**src/rtl/triangle_dispatch_queue.sv**
```systemverilog
// ============================================================================
// Module   : triangle_dispatch_queue
// Purpose  : FIFO between the vertex shader and N rasterizer lanes with
//            round-robin dispatch and mesh-completion tracking.
//            Optional macro BACKFACE_CULL_EN drops non-positive-area triangles.
// Revision : 1.0 - initial release
// ============================================================================
`default_nettype none

module triangle_dispatch_queue #(
    parameter int DEPTH     = 4,
    parameter int NUM_LANES = 2,
    parameter int XY_W      = 12,
    parameter int Z_W       = 21,
    parameter int COL_W     = 8,
    parameter int FACE_W    = 21,
    parameter int TRI_W     = 3*(2*XY_W+Z_W+COL_W)
) (
    input  logic                     clk,
    input  logic                     srst_n,
    input  logic                     start,
    input  logic [FACE_W-1:0]        num_of_faces,
    input  logic                     in_valid,
    output logic                     in_ready,
    input  logic [TRI_W-1:0]         in_tri,
    output logic [NUM_LANES-1:0]     lane_valid,
    input  logic [NUM_LANES-1:0]     lane_ready,
    output logic [TRI_W-1:0]         lane_tri,
    input  logic [NUM_LANES-1:0]     lane_done,
    output logic                     busy,
    output logic                     finish,
    output logic [$clog2(DEPTH):0]   fifo_level
`ifdef BACKFACE_CULL_EN
    ,
    output logic [FACE_W-1:0]        culled_count
`endif
);

    localparam int AW = $clog2(DEPTH);
    localparam int LW = (NUM_LANES > 1) ? $clog2(NUM_LANES) : 1;

    localparam logic [1:0] S_IDLE  = 2'd0;
    localparam logic [1:0] S_RUN   = 2'd1;
    localparam logic [1:0] S_DRAIN = 2'd2;
    localparam logic [1:0] S_DONE  = 2'd3;

    logic [1:0]        r_state;
    logic [FACE_W-1:0] r_num;
    logic [FACE_W-1:0] r_accepted;
    logic [FACE_W-1:0] r_retired;
    logic [AW:0]       r_wr_ptr;
    logic [AW:0]       r_rd_ptr;
    logic [TRI_W-1:0]  r_mem [DEPTH];
    logic [LW-1:0]     r_rr_ptr;

    logic              w_empty;
    logic              w_full;
    logic              w_active;
    logic              w_start;
    logic              w_push;
    logic              w_cull;
    logic              w_cull_push;
    logic              w_write;
    logic              w_pop;
    logic              w_found;
    logic [NUM_LANES-1:0] w_rot;
    logic [LW:0]       w_off;
    logic [LW:0]       w_sum;
    logic [LW-1:0]     w_sel;
    logic [LW:0]       w_sel_inc;
    logic [FACE_W:0]   w_inc;
    logic [FACE_W:0]   w_ret_sum;
    logic [FACE_W-1:0] w_ret_nxt;
    logic [FACE_W-1:0] w_acc_nxt;

    // Extra wrap bit distinguishes full from empty when the indices match.
    assign w_empty  = (r_wr_ptr == r_rd_ptr);
    assign w_full   = (r_wr_ptr[AW] != r_rd_ptr[AW]) &&
                      (r_wr_ptr[AW-1:0] == r_rd_ptr[AW-1:0]);
    assign w_active = (r_state == S_RUN) || (r_state == S_DRAIN);
    assign w_start  = start && ((r_state == S_IDLE) || (r_state == S_DONE));

    assign in_ready    = (r_state == S_RUN) && !w_full && (r_accepted < r_num);
    assign w_push      = in_valid && in_ready;
    assign w_cull_push = w_push && w_cull;
    assign w_write     = w_push && !w_cull;

`ifdef BACKFACE_CULL_EN
    localparam int VW = 2*XY_W + Z_W + COL_W;

    logic [XY_W-1:0]          w_x1, w_y1, w_x2, w_y2, w_x3, w_y3;
    logic signed [XY_W:0]     w_dx21, w_dy31, w_dx31, w_dy21;
    logic signed [2*XY_W+1:0] w_p1, w_p2;
    logic signed [2*XY_W+2:0] w_area;
    logic [FACE_W-1:0]        r_culled;

    assign w_x1 = in_tri[3*VW-1 -: XY_W];
    assign w_y1 = in_tri[3*VW-XY_W-1 -: XY_W];
    assign w_x2 = in_tri[2*VW-1 -: XY_W];
    assign w_y2 = in_tri[2*VW-XY_W-1 -: XY_W];
    assign w_x3 = in_tri[VW-1 -: XY_W];
    assign w_y3 = in_tri[VW-XY_W-1 -: XY_W];

    assign w_dx21 = $signed({1'b0, w_x2}) - $signed({1'b0, w_x1});
    assign w_dy31 = $signed({1'b0, w_y3}) - $signed({1'b0, w_y1});
    assign w_dx31 = $signed({1'b0, w_x3}) - $signed({1'b0, w_x1});
    assign w_dy21 = $signed({1'b0, w_y2}) - $signed({1'b0, w_y1});
    assign w_p1   = w_dx21 * w_dy31;
    assign w_p2   = w_dx31 * w_dy21;
    assign w_area = {w_p1[2*XY_W+1], w_p1} - {w_p2[2*XY_W+1], w_p2};
    assign w_cull = w_area[2*XY_W+2] || (w_area == '0);

    always_ff @(posedge clk or negedge srst_n) begin
        if (!srst_n) begin
            r_culled <= '0;
        end else if (w_start) begin
            r_culled <= '0;
        end else if (w_cull_push && (r_culled != r_num)) begin
            r_culled <= r_culled + FACE_W'(1);
        end
    end

    assign culled_count = r_culled;
`else
    assign w_cull = 1'b0;
`endif

    // Round-robin: rotate the ready vector so the search always starts at bit 0.
    assign w_rot = NUM_LANES'({lane_ready, lane_ready} >> r_rr_ptr);

    always_comb begin
        w_found = 1'b0;
        w_off   = '0;
        for (int i = 0; i < NUM_LANES; i++) begin
            if (!w_found && w_rot[i]) begin
                w_found = 1'b1;
                w_off   = (LW+1)'(i);
            end
        end
    end

    assign w_sum     = {1'b0, r_rr_ptr} + w_off;
    assign w_sel     = (w_sum >= (LW+1)'(NUM_LANES)) ? LW'(w_sum - (LW+1)'(NUM_LANES))
                                                     : LW'(w_sum);
    assign w_sel_inc = {1'b0, w_sel} + (LW+1)'(1);
    assign w_pop     = !w_empty && w_found;

    assign lane_valid = w_pop ? (NUM_LANES'(1) << w_sel) : '0;
    assign lane_tri   = w_empty ? '0 : r_mem[r_rd_ptr[AW-1:0]];
    assign fifo_level = r_wr_ptr - r_rd_ptr;
    assign busy       = w_active;
    assign finish     = (r_state == S_DONE);

    // A culled triangle retires in the same cycle it is accepted.
    always_comb begin
        w_inc = '0;
        for (int i = 0; i < NUM_LANES; i++) begin
            w_inc = w_inc + (FACE_W+1)'(lane_done[i]);
        end
        if (w_cull_push) begin
            w_inc = w_inc + (FACE_W+1)'(1);
        end
        if (!w_active) begin
            w_inc = '0;
        end
    end

    assign w_ret_sum = {1'b0, r_retired} + w_inc;
    assign w_ret_nxt = (w_ret_sum >= {1'b0, r_num}) ? r_num : w_ret_sum[FACE_W-1:0];
    assign w_acc_nxt = (w_push && (r_accepted != r_num)) ? r_accepted + FACE_W'(1)
                                                         : r_accepted;

    always_ff @(posedge clk or negedge srst_n) begin
        if (!srst_n) begin
            r_state    <= S_IDLE;
            r_num      <= '0;
            r_accepted <= '0;
            r_retired  <= '0;
        end else begin
            case (r_state)
                S_IDLE, S_DONE: begin
                    if (start) begin
                        r_num      <= num_of_faces;
                        r_accepted <= '0;
                        r_retired  <= '0;
                        r_state    <= (num_of_faces == '0) ? S_DONE : S_RUN;
                    end
                end
                S_RUN: begin
                    r_accepted <= w_acc_nxt;
                    r_retired  <= w_ret_nxt;
                    if (w_acc_nxt == r_num) begin
                        r_state <= S_DRAIN;
                    end
                end
                default: begin
                    r_accepted <= w_acc_nxt;
                    r_retired  <= w_ret_nxt;
                    if (w_ret_nxt == r_num) begin
                        r_state <= S_DONE;
                    end
                end
            endcase
        end
    end

    always_ff @(posedge clk or negedge srst_n) begin
        if (!srst_n) begin
            r_wr_ptr <= '0;
            r_rd_ptr <= '0;
            r_rr_ptr <= '0;
        end else begin
            if (w_write) begin
                r_wr_ptr <= r_wr_ptr + (AW+1)'(1);
            end
            if (w_pop) begin
                r_rd_ptr <= r_rd_ptr + (AW+1)'(1);
                r_rr_ptr <= (w_sel_inc == (LW+1)'(NUM_LANES)) ? '0 : LW'(w_sel_inc);
            end
        end
    end

    always_ff @(posedge clk) begin
        if (w_write) begin
            r_mem[r_wr_ptr[AW-1:0]] <= in_tri;
        end
    end

endmodule

`default_nettype wire

```
**config.mk**
```make
export PLATFORM = sky130hd
export DESIGN_NAME = triangle_dispatch_queue
export DESIGN_NICKNAME = d
export VERILOG_FILES = /design/src/rtl/triangle_dispatch_queue.sv
export SDC_FILE = /design/constraint.sdc
export NUM_CORES = 1
export LEC_CHECK = 0
export CAP_MARGIN = 0
export CORE_AREA = 2 2 259 197
export CTS_BUF_LIST = sky130_fd_sc_hd__clkbuf_8
export CTS_CLUSTER_SIZE = 25
export DETAILED_ROUTE_END_ITERATION = 10
export DIE_AREA = 0 0 261 199
export PLACE_DENSITY = 0.84
export SLEW_MARGIN = 20
export SYNTH_ARGS = -nofsm -noshare
export SYNTH_HDL_FRONTEND = slang
export SYNTH_SLANG_ARGS = --single-unit
```
**constraint.sdc**
```tcl
create_clock -name clk -period 19.66 [get_ports clk]
set_input_delay 1.966 -clock clk [delete_from_list [all_inputs] [get_ports clk]]
set_output_delay 1.966 -clock clk [all_outputs]
set_load 0.03 [all_outputs]
```
# --- Yosys cells after proc, flatten, opt, wreduce, memory -nomap -nowiden ---
# Memories as Yosys holds them, arrays and structs flattened.
# Cells that the tools add are included.
totals:
  ff_bits: 72
  ram_bits: 636
  output_inout_bits: 167
  word_cells: 71
  inputBits: 188
  n_memories: 1
classes:
  n_addsub: 9
  order_cmp: 3
  n_shift: 2
  n_eq_ne: 12
  mux: 20
  reduce_logical: 17
mem_list:
  columns: ["name", "depth", "word_bits", "rd", "rd_ports_with_merged_regs", "wr", "line_no", "rtl"]
  rows:
  - ["r_mem", 4, 159, 1, 0, 1, "53", "logic [TRI_W-1:0] r_mem [DEPTH];"]
op_table:
  columns: ["operator", "n"]
  rows:
  - ["two-way mux 159 bit", 1]
  - ["two-way mux 21 bit", 5]
  - ["equality test 21 bit", 2]
  - ["adder 21 x 22 -> 22 bit", 1]
  - ["greater-or-equal comparator 22 x 21 -> 1 bit", 1]
  - ["two-way mux 22 bit", 1]
  - ["adder 21 x 1 -> 21 bit, second input constant", 1]
  - ["logical NOT 21 bit", 1]
  - ["less-than comparator 21 bit", 1]
  - ["inequality test 21 bit", 1]
  - ["two-way mux 2 bit", 5]
  - ["logical AND 1 bit", 7]
  - ["two-way mux 1 bit", 7]
  - ["adder 3 x 1 -> 3 bit, second input constant", 2]
  - ["equality test 2 bit, second input constant", 3]
  - ["adder 1 x 1 -> 2 bit", 2]
  - ["one-hot mux 2 bit (2 select lines)", 1]
  - ["right shift 4 x 1 -> 2 bit", 1]
  - ["equality test 3 bit", 1]
  - ["logical NOT 1 bit", 3]
  - ["AND reduction 3 bit", 1]
  - ["nonzero test 3 bit", 1]
  - ["subtractor 3 bit", 1]
  - ["adder 1 x 1 -> 2 bit, second input constant", 1]
  - ["other kinds (12)", 12]

# --- Logic depth before layout (Yosys ltp) ---
# Gate-level depths: netlist of the first run.
depth:
  word_depth: 11
  mapped_depth: 25
  depth_no_buf: 20

# --- Worst setup path after synthesis of the first run ---
# No wires, ideal clock.
synth_timing:
  path_type: "in2reg"
  start: "in in_valid"
  end: "mem r_mem[3][0] (netlist bit), enable pin"
  stages: 4
  setup_time_ns: 0.539
  path_slack_ns: 12.743
  arrival_ns: 6.378
  path_buffers: 1
  required_time_ns: 19.121
  path_cell_list: "o2111ai_4 nor3_1 clkbuf_1 and2_1"
synth_between:
  elab_chain_cells: 3
synth_rtl:
  columns: ["item", "line_no", "rtl"]
  rows:
  - ["from (decl)", "23", "input logic in_valid,"]
  - ["logical AND 1 bit", "84", "assign w_push = in_valid && in_ready;"]
  - ["two-way mux 1 bit", "224", "if (w_write) begin"]
  - ["two-way mux 1 bit (not written as such)", "225", "r_mem[r_wr_ptr[AW-1:0]] <= in_tri;"]
  - ["to (decl)", "53", null]
# Every way passes these cells.

# --- Worst setup path in the final report of the first run ---
layout_timing:
  start: "in lane_done[0]"
  end: "reg r_retired[19]"
layout_between:
  elab_chain_cells: 6
layout_rtl:
  columns: ["item", "line_no", "rtl"]
  rows:
  - ["from (decl)", "29", "input logic [NUM_LANES-1:0] lane_done,"]
  - ["adder 1 x 1 -> 2 bit *", "158", "w_inc = w_inc + (FACE_W+1)'(lane_done[i]);"]
  - ["two-way mux 22 bit *", "163", "if (!w_active) begin"]
  - ["adder 21 x 22 -> 22 bit *", "168", "assign w_ret_sum = {1'b0, r_retired} + w_inc;"]
  - ["greater-or-equal comparator 22 x 21 -> 1 bit", "169", "assign w_ret_nxt = (w_ret_sum >= {1'b0, r_num}) ? r_num : w_ret_sum[FACE_W-1:0];"]
  - ["two-way mux 21 bit *", "169", null]
  - ["two-way mux 21 bit *", "180", "case (r_state)"]
  - ["to (signal assigned)", "191", "r_retired <= w_ret_nxt;"]
  - ["to (signal assigned)", "198", "r_retired <= w_ret_nxt;"]
  - ["to (decl)", "50", "logic [FACE_W-1:0] r_retired;"]
# Mark *: on every way between the ends. The rest lies on a longest branch, timed or not.
# A chain may end at the register's enable or synchronous reset.

==> results of run 1 <==
final timing paths:
check	slack, ns	to	cells after the start	start
max	12.24	r_retired[19]$_DFFE_PN0P_	20	lane_done[0]
min in group asynchronous	1.38	r_num[7]$_DFFE_PN0P_	2	srst_n
min	0.51	r_retired[0]$_DFFE_PN0P_	2	r_retired[0]$_DFFE_PN0P_
max in group asynchronous	17.66	r_rd_ptr[1]$_DFFE_PN0P_	2	srst_n
max reg2reg	12.90	r_retired[19]$_DFFE_PN0P_	21	r_state[0]$_DFFE_PN0P_
min reg2reg	0.51	r_retired[0]$_DFFE_PN0P_	2	r_retired[0]$_DFFE_PN0P_
per-layer routing:
layer | wire length [um] | up-vias
met4 | 1950 | 14
li1 | - | 8004
met3 | 7070 | 144
met1 | 30200 | 9197
met2 | 36400 | 836
met5 | 99 | -
final cells by class:
| type | count | area (um2) | share of cell area (%) |
|---|---|---|---|
| repair buffers | 370 | 3670 | 9.95 |
| diodes | 10 | 25.0 | 0.0677 |
| multi-input cells | 967 | 9310 | 25.2 |
| well taps | 657 | 822 | 2.23 |
| flip-flops and latches | 708 | 20900 | 56.6 |
| inverters | 52 | 195 | 0.528 |
| clock inverters | 84 | 500 | 1.35 |
| clock buffers | 109 | 1500 | 4.06 |
report_power, final:
| part | leakage [uW] | switching [uW] | internal (uW) |
|---|---|---|---|
| clock network | 0.00118 | 554 | 582 |
| logic | 0.00474 | 1770 | 1270 |
| registers | 0.00669 | 187 | 1910 |
| total | 0.0126 | 2510 | 3760 |
sequential cells by signal, indices dropped and copies added (netlist names):
name,cells
r_wr_ptr,3
r_retired,21
r_rd_ptr,3
r_rr_ptr,1
r_accepted,21
r_num,21
r_state,2
r_mem,636
worst max-delay path: stages:
cell,delay [ns]
clkdlybuf4s50_1,0.40
ha_1,0.27
nor2b_1,0.12
ha_1,0.22
inv_1,0.07
fa_1,0.45
nand4b_1,0.38
or3_1,0.66
nor3_1,0.45
xor2_1,0.24
ha_1,0.28
nand3_1,0.12
nor3_1,0.09
a221oi_1,0.25
o21ai_0,0.13
or3_1,0.36
or2_2,0.62
nor2_1,0.62
a21oi_1,0.15
o22ai_1,0.17
per-stage QoR:
step	setup WS [ns]	area [um2]
4_1_cts	12.43	36900
5_1_grt	11.86	36900
6_report	12.24	36900
3_5_place_dp	11.70	34900
3_3_place_gp	11.70	34900
2_1_floorplan	12.74	30800
cell families after synthesis:
| group | share of synthesized area, % |
|---|---|
| compound gates | 4.30 |
| xor+xnor | 2.60 |
| fa+ha+maj | 2.45 |
| buf+inv | 1.94 |
| flops | 67.9 |
| mux | 12.8 |
| simple gates | 8.05 |
cells in the mapped netlist, types with 27 or more instances:
cell      count
mux4_2      159
nand3_1      32
xnor2_1      49
o21ai_0      38
a21oi_1      34
dfrtp_1      72
edfxtp_1    636
o22ai_1      34
ha_1         57
and2_1      164
clkbuf_1     81
nand2_1      78
nor2_1       35
inv_1        51
nor3_1       27
==> results.py, run 1 <==
metrics = {
    "yosys": {
        "ys_types": 72,
        "syn_inst": 1833,
        "ys.flop_type": "edfxtp_1",
        "syn_area_um2": 30800,
        "synth.top_cells.by_area": "edfxtp_1 62%, mux4_2 12%, dfrtp_1 5.9%",
        "synth_seq_area_share_pct": 67.9,
        "synth_top_cell_area_share_pct": 62.0,
        "synth_nets": 2080,
        "ys.warnings.count": 0,
        "synth_async_sr_flop_share_pct": 10.2,
        "synth_area_leader_cell": "edfxtp_1",
        "synth_enable_flop_cells": 636,
        "ys_ff_latch": 708,
        "synth_area_per_cell_um2": 16.8,
    },
    "grt": {
        "grt_usage_pct": 29.3,
        "grt_util_met3_pct": 9.42,
        "met2_usage_pct": 45.6,
        "grt_pass1_wl_um": 112000,
        "gr-usage-met1_pct": 40.1,
        "grt_pass1_vias": 18400,
        "antenna_found_initial": 14,
        "grt_max_degree": 117,
        "grt-ovfl-total": 0,
        "busiest_layer": "met2",
    },
    "cts": {
        "numCtsBuffers": 105,
        "cts_tree": "yes",
        "cts_root_buffer": "clkbuf_8",
        "post_cts_resized": 0,
        "clock_latency_ns": 0.73,
        "hold_buffers": 0,
        "clock_sinks": 708,
        "cts_setup_buffers": 0,
        "htree_levels": 3,
        "cts_max_path_buffers": 3,
        "path_clk_slew_ns": 0.06,
    },
    "layout": {
        "n_fill_cell": 2894,
        "drive_above_1_share_pct": 15.2,
        "instances_no_fill": 2957,
        "fin_util_pct": 74.5,
        "syn2layout_area_growth_pct": 20.0,
        "nNetsFinal": 2451,
        "final_common_cell": "edfxtp_1",
        "final_cell_mix": "636 x edfxtp_1, 353 x clkdlybuf4s50_1, 160 x and2_1",
    },
    "detailed_routing": {
        "ant_nets": 0,
        "first_pass_iters": 6,
        "wl_per_cell_um": 25.6,
        "drt_iter0_markers": 1861,
        "vias": 18200,
        "drc_errors": 0,
        "viasPerCell": 6.15,
        "routed_wirelength_um": 75700,
    },
    "sta": {
        "drv_slew": 0,
        "fin_skew_ns": 0.0422,
        "rsz0062_at_grt": "false",
        "worst_pin_slew_ns": 1.07,
        "post-route-period-util_pct": 37.8,
        "holdWs_ns": 0.513,
        "fin_tns_setup_ns": 0,
        "setup_viol": 0,
        "fmax_mhz": 135,
        "period_minus_slack_ns": 7.42,
        "max-slew-margin-rel_pct": 28.5,
        "hold_viol": 0,
    },
    "die": {
        "initial_core_util_pct": 62.1,
        "core_um2": 49600,
        "fp.dieW_um": 261,
        "die_area_um2": 51900,
        "ios": 355,
        "num_rows": 71,
        "die_h_um": 199,
    },
    "worst_setup_path": {
        "cp.arrival_ns": 8.03,
        "worstPathMaxFanout": 38,
        "required_ns": 20.27,
        "path_class": "in2reg",
        "critPathCaptureType": "flop",
        "crit_path_start_kind": "input pin",
    },
    "placed_design": {
        "io_buffers": 354,
        "gp_congestion": 0.928,
        "placed_cells": 2754,
        "dp_hpwl_um": 48900,
    },
    "worst_hold_path": {
        "min_path_type": "reg2reg",
    },
    "power_and_ir_drop": {
        "leakage_uw": 0.0126,
        "powerDensity_nw_per_um2": 170,
        "ir_worst_vdd_v": 0.000129,
        "p_total_uw": 6270,
    },
    "run_status": {
        "status": "finished clean",
    },
    "run": {
        "max_cap_violations": 0,
    },
}
Note: power is estimated with default switching activity, not from simulation.
==> run 2, diff against run 1 <==
--- a/config.mk
+++ b/config.mk
@@ -6,12 +6,12 @@
 export NUM_CORES = 1
 export LEC_CHECK = 0
 export CAP_MARGIN = 0
-export CORE_AREA = 2 2 259 197
+export CORE_AREA = 2 2 282 214
 export CTS_BUF_LIST = sky130_fd_sc_hd__clkbuf_8
 export CTS_CLUSTER_SIZE = 25
 export DETAILED_ROUTE_END_ITERATION = 10
-export DIE_AREA = 0 0 261 199
-export PLACE_DENSITY = 0.84
+export DIE_AREA = 0 0 284 216
+export PLACE_DENSITY = 0.76
 export SLEW_MARGIN = 20
 export SYNTH_ARGS = -nofsm -noshare
 export SYNTH_HDL_FRONTEND = slang
==> constraint.sdc (replaced) <==
create_clock -name clk -period 6 [get_ports clk]
set_input_delay 0.6 -clock clk [delete_from_list [all_inputs] [get_ports clk]]
set_output_delay 0.6 -clock clk [all_outputs]
set_load 0.03 [all_outputs]
==> results.py, run 2 (synthesized netlist as in run 1, its figures left out) <==
metrics = {
    "power_and_ir_drop": {
        "p_int_uw": 12600,
        "leakage_uw": 0.0128,
        "ir_worst_vdd_v": 0.000495,
        "p_total_uw": 20900,
        "clockPowerShare_pct": 18.9,
        "p_comb_share_pct": 49.0,
        "p_sw_uw": 8360,
        "powerDensity_nw_per_um2": 557,
        "p_seq_share_pct": 32.0,
        "netSwitchingFraction_pct": 39.9,
    },
    "layout": {
        "drive_above_1_share_pct": 16.5,
        "final_cell_mix": "636 x edfxtp_1, 353 x clkdlybuf4s50_1, 160 x and2_1",
        "nNetsFinal": 2477,
        "fin_util_pct": 64.1,
        "final_common_cell": "edfxtp_1",
        "largest_reg_flops": 636,
        "syn2layout_area_growth_pct": 22.0,
        "finalInstanceArea_um2": 37600,
    },
    "placed_design": {
        "dpl_cell_area_um2": 35400,
        "io_buffers": 354,
        "dp_hpwl_um": 50200,
        "gp_congestion": 0.886,
    },
    "detailed_routing": {
        "first_pass_iters": 5,
        "ant_nets": 0,
        "drt_iter0_markers": 1567,
        "viasPerCell": 5.80,
        "drc_errors": 0,
        "vias": 18100,
        "wl_per_cell_um": 24.7,
        "routed_wirelength_um": 77100,
    },
    "sta": {
        "fin_skew_ns": 0.0432,
        "post-route-period-util_pct": 91.4,
        "worst_pin_slew_ns": 1.14,
        "holdWs_ns": 0.489,
        "period_minus_slack_ns": 5.48,
        "max-slew-margin-rel_pct": 23.8,
        "rsz0062_at_grt": "false",
        "fin_tns_setup_ns": 0,
        "drv_slew": 0,
        "fmax_mhz": 182,
        "hold_viol": 0,
        "setup_viol": 0,
    },
    "worst_setup_path": {
        "crit_path_start_kind": "flop",
        "critPathCaptureType": "flop",
        "cp.arrival_ns": 6.14,
        "path_class": "reg2reg",
        "critPathTopFamily": "simple AND/OR/NAND/NOR gates",
        "path_buf_inv": 3,
        "worstPathMaxFanout": 13,
        "required_ns": 6.66,
        "slowest_stage": "fa_1",
        "cp_slowest_stage_delay_ns": 0.45,
        "crit_chain": "inv_1 > ha_2 > nor2b_1 > ha_1 > inv_1 > fa_1 > nand4b_1 > or3_1 > nor3_1 > xor2_1 > ha_1 > nand3_1 > nor3_1 > a221oi_1 > o21ai_0 > or3_1 > or2_2 > buf_4 > nor3b_1 > a21oi_1 > o21ai_0",
    },
    "grt": {
        "grt_usage_pct": 25.4,
        "grt-ovfl-total": 0,
        "grt_max_degree": 142,
        "grt_pass1_vias": 18700,
        "antenna_found_initial": 13,
        "grt_pass1_wl_um": 117000,
    },
    "die": {
        "num_rows": 77,
        "die_area_um2": 61300,
        "fp.dieW_um": 284,
        "die_h_um": 216,
        "core_um2": 58600,
        "initial_core_util_pct": 52.6,
        "ios": 355,
    },
    "cts": {
        "numCtsBuffers": 105,
        "htree_levels": 3,
        "post_cts_resized": 0,
        "cts_max_path_buffers": 3,
        "cts_tree": "yes",
        "cts_root_buffer": "clkbuf_8",
        "path_clk_slew_ns": 0.06,
        "clock_sinks": 708,
        "cts_setup_buffers": 0,
        "clock_latency_ns": 0.74,
    },
    "run": {
        "max_cap_violations": 0,
    },
    "run_status": {
        "status": "finished clean",
    },
    "worst_hold_path": {
        "min_path_type": "in2async",
    },
}
==> run 2: cell count changes in the layout (fill, tap and decap cells not counted), moves of 2 or more <==
cell,delta
clkinv_2,+5
inv_16,+2
buf_4,+16
inv_6,-2
inv_1,-13
clkbuf_8,-2
buf_12,+9
diode_2,-2
clkinv_1,+6
bufinv_16,+3
==> run 2: worst paths after layout <==
kind                                             endpoint  slack [ns]                startpoint  cells past startpoint
worst max-delay path            r_retired[13]$_DFFE_PN0P_        0.52    r_state[0]$_DFFE_PN0P_                     21
worst min-delay path             r_retired[1]$_DFFE_PN0P_        0.49                    srst_n                      3
worst max register to register  r_retired[13]$_DFFE_PN0P_        0.52    r_state[0]$_DFFE_PN0P_                     21
worst min register to register   r_retired[0]$_DFFE_PN0P_        0.51  r_retired[0]$_DFFE_PN0P_                      2
max in group asynchronous         r_rd_ptr[1]$_DFFE_PN0P_        4.81                    srst_n                      3
min in group clk                   r_mem[3][44]$_DFFE_PP_        0.49                in_tri[44]                      1
==> run 2: area by class of cell <==
type	instances	area, um2
Fill cell	4164	21000
Tap cell	790	988
Timing Repair Buffer	396	3990
Sequential cell	708	20900
Clock buffer	107	1470
Antenna cell	8	20.0
Multi-Input combinational cell	967	9310
Inverter	52	195
Clock inverter	89	674
==> run 2: power by group through the flow <==
stage	Clock [uW]	Combinational, uW	Sequential [uW]
CTS	4060	10400	6700
global route	4270	10900	6770
floorplan	0	6360	6580
global placement	0	10300	6750
detailed placement	0	10300	6800
finish	3970	10300	6710
==> run 2: tightest hold or removal path: cells and delay by family <==
| kind | cells | cell delay (ns) |
|---|---|---|
| buffers and inverters | 3 | 1.15 |
==> run 2: metrics by stage <==
| stage | cells | setup slack (ns) |
|---|---|---|
| finish | 3117 | 0.517 |
| global placement | 2912 | 0.262 |
| detailed placement | 2912 | 0.184 |
| global route | 3114 | 0.123 |
| CTS | 3108 | 0.536 |
| floorplan | 1833 | 0.561 |
==> run 2: metal layers <==
| metal | part of all wire [%] | track usage [%] | wire [um] |
|---|---|---|---|
| met2 | 46 | 38.8 | 35800 |
| met4 | 2.6 | 7.68 | 1990 |
| met5 | 0.053 | 0 | 41 |
| met3 | 8.5 | 7.75 | 6590 |
| met1 | 42 | 35.4 | 32700 |
==> run 2: what timing repair did <==
item                                    4_1_cts  5_1_grt
hold buffers                                  0        1
hold endpoints to repair                      0        8
endpoints found under the setup margin        0        0
==> run 3, diff against run 2 <==
--- a/config.mk
+++ b/config.mk
@@ -5,7 +5,6 @@
 export SDC_FILE = /design/constraint.sdc
 export NUM_CORES = 1
 export LEC_CHECK = 0
-export CAP_MARGIN = 0
 export CORE_AREA = 2 2 282 214
 export CTS_BUF_LIST = sky130_fd_sc_hd__clkbuf_8
 export CTS_CLUSTER_SIZE = 25
==> results of run 3 <==
Same layout as run 2: the final DEF is identical, and so are final timing and power.
